$ cat config.mk
export PLATFORM = sky130hd
export DESIGN_NAME = max7219_chain_sequencer
export DESIGN_NICKNAME = d
export VERILOG_FILES = /design/src/rtl/max7219_chain_pkg.sv /design/src/rtl/max7219_init_rom.sv /design/src/rtl/max7219_chain_sequencer.sv
export SDC_FILE = /design/constraint.sdc
export NUM_CORES = 1
export LEC_CHECK = 0
export CAP_MARGIN = 10
export CORE_MARGIN = 2
export CORE_UTILIZATION = 48
export CTS_CLUSTER_DIAMETER = 150
export CTS_CLUSTER_SIZE = 12
export DETAILED_ROUTE_END_ITERATION = 10
export PLACE_DENSITY = 0.81
export REMOVE_ABC_BUFFERS = 1
export SLEW_MARGIN = 20
export SYNTH_ARGS = -nofsm -noshare
export SYNTH_HDL_FRONTEND = slang
export SYNTH_SLANG_ARGS = --single-unit
$ cat constraint.sdc
create_clock -name clk -period 2.12 [get_ports clk]
set_clock_uncertainty 0.2 [all_clocks]
set_input_delay 0.424 -clock clk [delete_from_list [all_inputs] [get_ports clk]]
set_output_delay 0.424 -clock clk [all_outputs]
set_load 0.05 [all_outputs]
$ cat src/rtl/max7219_chain_pkg.sv
// rtl/max7219_chain_pkg.sv - Shared constants, FSM states and frame helper for the MAX7219 chain sequencer
package max7219_chain_pkg;

  // MAX7219 register addresses
  localparam logic [3:0] C_ADDR_NOOP         = 4'h0;
  localparam logic [3:0] C_ADDR_DIGIT0       = 4'h1;
  localparam logic [3:0] C_ADDR_DECODE       = 4'h9;
  localparam logic [3:0] C_ADDR_INTENSITY    = 4'hA;
  localparam logic [3:0] C_ADDR_SCAN_LIMIT   = 4'hB;
  localparam logic [3:0] C_ADDR_SHUTDOWN     = 4'hC;
  localparam logic [3:0] C_ADDR_DISPLAY_TEST = 4'hF;

  // Number of frame groups in the power-up configuration table
  localparam int C_INIT_GROUPS = 5;

  typedef enum logic [2:0] {
    ST_IDLE,
    ST_START,
    ST_WAIT_DONE,
    ST_NEXT,
    ST_DONE
  } state_e;

  // A serial frame is {don't-care nibble, register address, register value}
  function automatic logic [15:0] build_frame(input logic [3:0] addr, input logic [7:0] value);
    return {4'h0, addr, value};
  endfunction

endpackage

$ cat src/rtl/max7219_init_rom.sv
// rtl/max7219_init_rom.sv - Power-up configuration frame per init group index
module max7219_init_rom
  import max7219_chain_pkg::*;
#(
  parameter logic [3:0] G_INTENSITY   = 4'h8,
  parameter logic [2:0] G_SCAN_LIMIT  = 3'h7,
  parameter logic [7:0] G_DECODE_MODE = 8'h00
) (
  input  logic [2:0]  group_i,
  output logic [15:0] frame_o
);

  // Groups run display-test off, decode, intensity, scan limit, then leave shutdown last
  always_comb begin
    frame_o = build_frame(C_ADDR_NOOP, 8'h00);
    case (group_i)
      3'd0:    frame_o = build_frame(C_ADDR_DISPLAY_TEST, 8'h00);
      3'd1:    frame_o = build_frame(C_ADDR_DECODE, G_DECODE_MODE);
      3'd2:    frame_o = build_frame(C_ADDR_INTENSITY, {4'h0, G_INTENSITY});
      3'd3:    frame_o = build_frame(C_ADDR_SCAN_LIMIT, {5'h0, G_SCAN_LIMIT});
      3'd4:    frame_o = build_frame(C_ADDR_SHUTDOWN, 8'h01);
      default: frame_o = build_frame(C_ADDR_NOOP, 8'h00);
    endcase
  end

endmodule

$ cat src/rtl/max7219_chain_sequencer.sv
// rtl/max7219_chain_sequencer.sv - Frame-group sequencer driving max7219_if for a MAX7219 daisy chain
module max7219_chain_sequencer
  import max7219_chain_pkg::*;
#(
  parameter int         G_NB_MATRIX   = 8,
  parameter logic [3:0] G_INTENSITY   = 4'h8,
  parameter logic [2:0] G_SCAN_LIMIT  = 3'h7,
  parameter logic [7:0] G_DECODE_MODE = 8'h00,
  localparam int        MW            = (G_NB_MATRIX > 1) ? $clog2(G_NB_MATRIX) : 1
) (
  input  logic          clk,
  input  logic          rst,
  input  logic          i_init_start,
  input  logic          i_wr_req,
  input  logic [MW-1:0] i_wr_matrix,
  input  logic [2:0]    i_wr_digit,
  input  logic [7:0]    i_wr_data,
  output logic          o_wr_ack,
  output logic          o_busy,
  output logic          o_init_done,
  output logic          o_start,
  output logic          o_en_load,
  output logic [15:0]   o_data,
  input  logic          i_done
);

  localparam logic [MW-1:0] C_LAST_FRAME = MW'(G_NB_MATRIX - 1);
  localparam logic [2:0]    C_LAST_GROUP = 3'(C_INIT_GROUPS - 1);

  state_e        state_q, state_d;
  logic [MW-1:0] frame_q, frame_d;
  logic [2:0]    group_q, group_d;
  logic          init_mode_q, init_mode_d;
  logic          init_done_q, init_done_d;
  logic [MW-1:0] wr_matrix_q, wr_matrix_d;
  logic [2:0]    wr_digit_q, wr_digit_d;
  logic [7:0]    wr_data_q, wr_data_d;

  logic [15:0]   init_frame;
  logic [15:0]   write_frame;
  logic [MW-1:0] dev_idx;
  logic          frame_active;

  max7219_init_rom #(
    .G_INTENSITY   (G_INTENSITY),
    .G_SCAN_LIMIT  (G_SCAN_LIMIT),
    .G_DECODE_MODE (G_DECODE_MODE)
  ) u_init_rom (
    .group_i (group_q),
    .frame_o (init_frame)
  );

  // Frame k is shifted furthest, so it ends up in device N-1-k; out-of-range targets never match
  always_comb begin
    dev_idx     = C_LAST_FRAME - frame_q;
    write_frame = build_frame(C_ADDR_NOOP, 8'h00);
    if (dev_idx == wr_matrix_q) begin
      write_frame = build_frame({1'b0, wr_digit_q} + C_ADDR_DIGIT0, wr_data_q);
    end
  end

  assign frame_active = (state_q == ST_START) || (state_q == ST_WAIT_DONE);
  assign o_data       = frame_active ? (init_mode_q ? init_frame : write_frame) : 16'h0000;
  assign o_en_load    = frame_active && (frame_q == C_LAST_FRAME);
  assign o_start      = (state_q == ST_START);
  assign o_busy       = (state_q != ST_IDLE);
  assign o_wr_ack     = (state_q == ST_DONE) && !init_mode_q;
  assign o_init_done  = init_done_q;

  // State and latched-request registers
  always_ff @(posedge clk or posedge rst) begin
    if (rst) begin
      state_q     <= ST_IDLE;
      frame_q     <= '0;
      group_q     <= '0;
      init_mode_q <= 1'b0;
      init_done_q <= 1'b0;
      wr_matrix_q <= '0;
      wr_digit_q  <= '0;
      wr_data_q   <= '0;
    end else begin
      state_q     <= state_d;
      frame_q     <= frame_d;
      group_q     <= group_d;
      init_mode_q <= init_mode_d;
      init_done_q <= init_done_d;
      wr_matrix_q <= wr_matrix_d;
      wr_digit_q  <= wr_digit_d;
      wr_data_q   <= wr_data_d;
    end
  end

  // Next-state: accept init or write, then walk frames within a group and groups within init
  always_comb begin
    state_d     = state_q;
    frame_d     = frame_q;
    group_d     = group_q;
    init_mode_d = init_mode_q;
    init_done_d = init_done_q;
    wr_matrix_d = wr_matrix_q;
    wr_digit_d  = wr_digit_q;
    wr_data_d   = wr_data_q;
    case (state_q)
      ST_IDLE: begin
        if (i_init_start) begin
          init_mode_d = 1'b1;
          init_done_d = 1'b0;
          frame_d     = '0;
          group_d     = '0;
          state_d     = ST_START;
        end else if (i_wr_req && init_done_q) begin
          init_mode_d = 1'b0;
          wr_matrix_d = i_wr_matrix;
          wr_digit_d  = i_wr_digit;
          wr_data_d   = i_wr_data;
          frame_d     = '0;
          group_d     = '0;
          state_d     = ST_START;
        end
      end
      ST_START: begin
        state_d = ST_WAIT_DONE;
      end
      ST_WAIT_DONE: begin
        if (i_done) begin
          state_d = ST_NEXT;
        end
      end
      ST_NEXT: begin
        if (frame_q != C_LAST_FRAME) begin
          frame_d = frame_q + 1'b1;
          state_d = ST_START;
        end else begin
          frame_d = '0;
          if (init_mode_q && (group_q != C_LAST_GROUP)) begin
            group_d = group_q + 3'd1;
            state_d = ST_START;
          end else begin
            if (init_mode_q) begin
              init_done_d = 1'b1;
            end
            state_d = ST_DONE;
          end
        end
      end
      ST_DONE: begin
        state_d = ST_IDLE;
      end
      default: begin
        state_d = ST_IDLE;
      end
    endcase
  end

endmodule
==> run summary, run 1 <==
The flow ran to the end, but the final reports show violations. The checks that failed: setup timing. The clock drives 25 sinks. The run gives 0.33 ns as the clock latency of the later-clocked register in the worst-skew pair. STA classifies the critical path endpoint as a primary output. The die is 60.60 um tall.

In this run, CTS created clock tree buffers numbering 3. Maximum level of the CTS H-tree: 1. The synthesized design contains 0 enable-type register cells. The number of filler instances in the final layout is 123, and the delay of the slowest critical-path stage is 0.59 ns. The synthesized-area fraction occupied by xor and xnor cells came out at 4.557%. The total detailed-routing wirelength is 5.944 mm. The initial utilization of the core area, before any placement, comes to 50.37%. The first-pass GRT wire length is 7.983 mm. Across every metal layer, demand over resource in global routing totals 30.26%.

In this run, distinct cell masters in the synthesized netlist total 46. Worst setup path category: reg2out. Number of antenna violations at the first check in global routing: 0.

The synthesized netlist devotes 13.26% of its cell area to compound gates. The via count of the first global-routing pass was 1,575; the via total after detailed routing was 1,579. Total negative slack: -4.754 ns. Summing all multi-input logic gate instances after layout gives 0.001117 sq mm. The final critical path time including I/O delays and setup came out at 2.613 ns. For this run, the post-layout net count is 249. For this run the aggregate overflow at the end of global routing stands at 0.

Max-cap violations in this run came to 0. The run gives 0.9103 mV as the worst IR drop on VDD. Setup repair after global routing could not meet its margin everywhere. The number of warnings printed during yosys synthesis was 0; the number of cells produced by synthesis was 146. At the pin with the least slew margin, the transition time is 0.6083 ns.

The share of final-layout standard cells stronger than drive strength 1 was 56.11%; the worst reg-to-reg path cell count was 6. For the worst setup path, the data arrival time is 1.99 ns. The repair_antennas step left the layout with diodes totalling 0. In this run the critical register-to-register path is captured at wr_digit_q[0]$_DFFE_PP0P_. The post-layout utilization of the core was 90.37%; the pin count of the biggest net entering global routing was 26. Excluding fillers, the count of instances in the completed layout stands at 265. The tools report the worst slack on hold paths as 0.2536 ns.

After synthesis, the share of cell area in mux cells is 10.90%. The tools report the cell count after placement as 241. The min-delay analysis places its worst path in the category in2async. TritonCTS built the clock tree. Type of origin of the critical path: a flip-flop. The buffers plus inverters on the worst setup path is 1, and the number of storage elements in the synthesis netlist is 25.

The share of flip-flops with an asynchronous set or reset was 100.0%; the area growth from synthesis to final layout was 79.41%. In this run the clock root is driven by a clkbuf_4. In this run, the number of DRC markers left after iteration 0 of detailed routing was 112. Clock-pin slew was measured on the worst setup and hold paths at 0.16 ns. The signal on the critical path passes through xnor2_1 > nor4_1 > o21a_1 > buf_12. The detailed-route wire length per cell works out to 22.43 um. Broken down by cell family, the worst path's largest delay share belongs to simple AND/OR/NAND/NOR gates. In this run the cell area of the synthesized design comes to 0.001538 sq mm.

Setup slack on the worst reg-to-reg path comes out at 0.15 ns. The run gives -0.4930 ns as the minimum setup slack in the final design. The maximum clock frequency is 0.3827 GHz, and the register area is 631.9 sq um. For the leakage power summed over all cells, the log shows 1.147 nW. The run gives 1.50 ns as the endpoint required time on the critical path. The tools report the maximum clock insertion buffer count as 2.

The die covers 0.003672 sq mm. The maximum fanout along the worst path is 3. The HPWL after detailed placement is 3.086 mm. The final weighted congestion of routability-driven global placement is 0.8890. OpenSTA, run right after detailed placement, puts the worst setup slack at -0.1656 ns. The floorplan row count was 20; the count of buffers inserted at the top-level ports was 35. For the number of slew-limit violations in the final report, the log shows 0. The tools report the reg-to-reg critical path startpoint as state_q[1]$_DFFE_PP0P_.

The synthesized netlist devotes 17.25% of its cell area to simple gates. The final critical path takes up 123.3% of the cycle. In this run the remaining antenna-violating nets after routing total 0. The tools report the number of endpoints with negative hold slack in the final report as 0. The sequential fraction of the synthesis area was 40.68%; the average via count per standard cell was 5.958.

The count of endpoints failing setup in the final report came out at 13. The tools report the worst setup path startpoint as wr_matrix_q[2]$_DFFE_PP0P_. The count of hold-fix buffers inserted at cts is 0, and the core area is 0.003053 sq mm. The critical path's slowest cell is nor4_1. After synthesis, the largest family of logic cells by area is simple AND/OR/NAND/NOR gates.

Before antenna repair, the detailed router went through 4 iterations. Dominant register cell in the synthesized netlist: dfrtp_1. A synthesized cell averages 10.53 sq um. Of the total synthesized cell area, the portion taken by full adders, half adders and majority gates is 6.509%. The I/O pin count was 40.

The die is 60.60 um wide. For this design the ratio of total power to cell area is 1380 mW/mm^2. Final routed DRC violation total: 0.

The worst-case headroom to the max-slew limit came out at 59.07%.
cell families (layout without fill, tap and decap cells):
kind of cell	Yosys count	count (layout)
AND/OR/NAND/NOR	43	43
AO/OA/AOI/OAI	28	28
flip-flops	25	25
buffers and inverters	18	90
multiplexers	15	15
adder cells (fa/ha/maj)	8	8
XOR/XNOR	8	8
other	1	4
per-stage QoR:
stage / power, mW / cell area [sq um]
final: 3.807 / 2759
after detailed placement: 2.725 / 2222
after global routing: 3.928 / 2759
after global placement: 2.659 / 2222
after CTS: 3.419 / 2540
after floorplan: 1.730 / 1481
state kept, by name (all words and copies together) (netlist names):
name,count
o_init_done,1
group_q,3
wr_digit_q,3
wr_matrix_q,3
wr_data_q,8
state_q,3
frame_q,3
init_mode_q,1
synthesized netlist by cell type (3+ instances only):
cell / instances / area share [%]
mux2_2: 13 / 9.5
o21ai_0: 4 / 1.3
a21oi_1: 3 / 0.98
ha_1: 8 / 6.5
nor2b_1: 4 / 1.6
xor2_1: 3 / 1.7
nand2_1: 9 / 2.2
dfrtp_1: 25 / 41
nand3_1: 4 / 1.3
buf_4: 5 / 2.4
xnor2_1: 5 / 2.8
o22ai_1: 4 / 1.6
and3_1: 4 / 1.6
nand4_1: 3 / 1.2
nor2_1: 4 / 0.98
inv_1: 7 / 1.7
where the power goes:
group,leakage [nW],internal [mW],switching (mW)
Sequential,0.319,0.623,0.153
Clock,0.0139,0.0723,0.164
Combinational,0.814,1.34,1.45
Total,1.15,2.04,1.77
worst max path at each step:
stage	slack, ns	depth (start not counted)	endpoint
final	-0.49	4	o_data[11]
after global routing	-0.53	7	o_data[9]
after CTS	-0.43	7	o_data[11]
after detailed placement	-0.17	7	o_data[9]
after global placement	-0.08	7	o_data[9]
after floorplan	-0.75	5	o_data[9]
cells in the final DEF, fill, tap and decap left out, types with 3 or more instances in the layout:
cell and count:
and3_4 4, buf_12 17, buf_4 28, buf_6 13, clkbuf_4 3, clkdlybuf4s50_1 18, conb_1 4, dfrtp_1 20
dfrtp_2 5, ha_4 7, inv_1 5, mux2_2 13, nand2_1 8, nand3_1 4, nand4_1 3, nor2_1 3
nor2b_1 4, nor3_4 3, o21ai_0 3, o22ai_1 4
what timing repair did:
item / in CTS / in global routing
setup endpoints to repair: 14 / 16
resized for setup: 40 / 34
pin swaps: 11 / 11
cloned: 1 / 0
setup buffers: 12 / 9
final cells by class:
class                           instances  area share, %
Clock buffer                            3         0.8163
Timing Repair Buffer                   76          31.79
Sequential cell                        25          22.90
Tap cell                               44          1.995
Clock inverter                          1         0.2721
Inverter                                9          1.497
Multi-Input combinational cell        106          40.50
Timing Repair inverter                  1         0.2268
metal layers:
metal  global-route usage, %  up-vias  wire (um)
li1                        -      671          -
met1                   35.51      766       1952
met2                   55.91      113       3204
met3                   4.904       29        512
met4                   9.938        0        275
met5                       0        -          0
worst min-delay path: stages:
cell and delay (ns):
clkdlybuf4s50_1 0.40, inv_1 0.07, buf_4 0.32
No activity file was read; power rests on OpenSTA's default activity.
==> run 2, diff against run 1 <==
--- a/config.mk
+++ b/config.mk
@@ -7,11 +7,12 @@
 export LEC_CHECK = 0
 export CAP_MARGIN = 10
 export CORE_MARGIN = 2
-export CORE_UTILIZATION = 48
+export CORE_UTILIZATION = 45
+export CTS_BUF_LIST = sky130_fd_sc_hd__clkbuf_2
 export CTS_CLUSTER_DIAMETER = 150
 export CTS_CLUSTER_SIZE = 12
 export DETAILED_ROUTE_END_ITERATION = 10
-export PLACE_DENSITY = 0.81
+export PLACE_DENSITY = 0.8
 export REMOVE_ABC_BUFFERS = 1
 export SLEW_MARGIN = 20
 export SYNTH_ARGS = -nofsm -noshare
==> constraint.sdc (replaced) <==
create_clock -name clk -period 2.2 [get_ports clk]
set_clock_uncertainty 0.2 [all_clocks]
set_input_delay 0.44 -clock clk [delete_from_list [all_inputs] [get_ports clk]]
set_output_delay 0.44 -clock clk [all_outputs]
set_load 0.05 [all_outputs]
==> run summary, run 2 (synthesized netlist as in run 1, its figures left out) <==
The run gives 1,512 (-4.0%) as the via count of the first global-routing pass. The most critical setup path has its startpoint at group_q[0]$_DFFE_PP0P_. Pin count of the biggest net entering global routing: 26 (unchanged).

For the effective utilization at floorplan, the log shows 46.45% (-3.9 points). The worst path arrival time was 2.08 ns (+0.09 ns). The register with the most flip-flops in the final layout is wr_data_q.

Area after detailed placement: 0.002187 sq mm (-1.6%). The total clock buffers created by CTS was 3 (unchanged). The maximum clock frequency is 0.3679 GHz, and the detailed-route wire length per cell is 20.58 um (-8.2%). The number of design-rule violations left by the first detailed-router iteration is 78 (-30%).

The run gives 0 (unchanged) as the final routed DRC violation total. The number of antenna violations at the first check in global routing came out at 0 (unchanged). Endpoint required time on the critical path: 1.56 ns (+0.06 ns).

The sum of net half-perimeters after detailed placement was 2.850 mm (-7.7%); the clock latency of the later-clocked register in the worst-skew pair was 0.37 ns (+0.04 ns). The startpoint identified for the worst register-to-register timing path is frame_q[1]$_DFFE_PP0P_. The tools report the remaining global-route overflow as 0 (unchanged). The min-delay analysis places its worst path in the category in2async. The tree is rooted in a clkbuf_2. The x dimension of the die came out at 62.46 um (+3.1%). The logs give -0.5185 ns (-0.02546 ns) for the minimum setup slack in the final design and 0 (unchanged) for the number of endpoints with negative hold slack in the final report. For the die area, the log shows 0.003901 sq mm (+6.2%). Setup repair after global routing could not meet its margin everywhere.

The number of search-and-repair iterations in the first detailed-routing pass is 4 (unchanged), and the area growth from synthesis to final layout is 79.33% (about the same). The I/O pin count is 40 (unchanged). The worst path needs 2.718 ns of the cycle, external delays included. STA classifies the critical path startpoint as a flip-flop. The count of buffers inserted at the top-level ports works out to 35 (unchanged). The share of final-layout standard cells stronger than drive strength 1 was 60.18% (+4.1 points). The worst setup path category is reg2out. TritonCTS built the clock tree.

The maximum clock insertion buffer count was 2 (unchanged). For the leakage power summed over all cells, the log shows 1.164 nW (+1.5%). The height of the die came out at 62.46 um (+3.1%). The maximum fanout along the worst path works out to 4 (+1). The logs give 21 (+5.0%) for the floorplan row count and 0 (unchanged) for the max capacitance violation total.

The worst path uses 123.6% of the clock period. The maximum level of the CTS H-tree came out at 1 (unchanged). The number of antenna-violating nets in the routed design was 0 (unchanged); the all-layer global routing usage was 25.00% (-5.3 points). In the layout the commonest cells are buf_4, clkdlybuf4s50_1, buf_12. Total number of clock tree sinks: 25 (unchanged).

The checks that failed: setup timing. The number of flip-flops under the largest register name works out to 8 (unchanged). The run gives 5.496 mm (-7.5%) as the total detailed-routing wirelength. For the number of slew-limit violations in the final report, the log shows 0 (unchanged).

Average via count per standard cell: 5.772 (-3.1%). The flow ran to the end, but the final reports show violations. The register clock-pin slew on the reported worst setup and hold paths was 0.25 ns (+0.09 ns); the power density normalized to cell area was 1234 mW/mm^2 (-11%). The run gives 0.8407 (-5.4%) as the final weighted congestion of routability-driven global placement. The tools report the count of endpoints failing setup in the final report as 14 (+1). The run gives -5.495 ns (-0.7409 ns) as the total negative slack. The worst setup path is captured at a primary output. For the via total after detailed routing, the log shows 1,541 (-2.4%).

The most common cell after layout, fill and taps aside is buf_4. The core area is 0.003311 sq mm (+8.4%). The logs give 7.576 mm (-5.1%) for the first-pass GRT wire length and 249 (unchanged) for the number of nets in the finished design. The final instance area is 0.002758 sq mm (about the same), and the worst IR drop on VDD is 0.8644 mV (-5.0%). The run gives 0 (unchanged) as the antenna diode instance count.
==> run 2: path summary, 6_finish.rpt <==
path,endpoint,slack (ns),cells after the start
max in group asynchronous,group_q[0]$_DFFE_PP0P_,1.34,3
min in group clk,wr_data_q[3]$_DFFE_PP0P_,0.35,1
worst max register to register,group_q[1]$_DFFE_PP0P_,0.04,8
worst min-delay path,wr_matrix_q[1]$_DFFE_PP0P_,0.18,3
worst max-delay path,o_data[9],-0.52,7
worst min register to register,wr_data_q[3]$_DFFE_PP0P_,0.35,1
==> run 2: through the flow <==
step / cells / util [%] / total power [mW] / worst slack [ns] / hold slack (ns)
5_1_grt: 267 / 83.30 / 3.534 / -0.5776 / 0.2142
3_3_place_gp: 238 / 66.06 / 2.558 / -0.0002549 / 0.2713
4_1_cts: 252 / 75.96 / 3.042 / -0.4080 / 0.2191
6_report: 267 / 83.30 / 3.402 / -0.5185 / 0.1840
3_5_place_dp: 238 / 66.06 / 2.613 / -0.1016 / 0.2888
2_1_floorplan: 140 / - / 1.670 / -0.6840 / 0.2587
==> run 2: critical path, stage by stage (launching register included) <==
cell and delay, ns:
dfrtp_2 0.51, buf_6 0.14, ha_4 0.15, o21bai_4 0.08, a311oi_2 0.34, a21boi_2 0.24, buf_4 0.13, buf_12 0.12
==> run 2: metal layers <==
layer | track usage (%) | share of wire (%) | up-vias
met4 | 9.167 | 4.0 | 0
li1 | - | - | 675
met3 | 3.604 | 5.3 | 18
met5 | 0 | 0 | -
met2 | 44.89 | 53 | 74
met1 | 30.36 | 38 | 774
==> run 2: repair_timing <==
item | in CTS | in global routing
pin swaps | 10 | 20
resized for setup | 52 | 28
hold buffers | 0 | 0
endpoints found under the setup margin | 15 | 15
buffers inserted | 11 | 17
==> run 2: final cells by class <==
| type | count | area [sq um] |
|---|---|---|
| Sequential cell | 25 | 638.1 |
| Tap cell | 46 | 57.56 |
| Clock buffer | 4 | 20.02 |
| Inverter | 9 | 46.29 |
| Fill cell | 182 | 553.0 |
| Multi-Input combinational cell | 106 | 1104 |
| Timing Repair Buffer | 77 | 892.1 |
==> run 2: power breakdown <==
group	internal, mW	total (mW)	switching (mW)
sequential	0.607	0.787	0.180
clock	0.0479	0.198	0.150
combinational	1.19	2.42	1.22
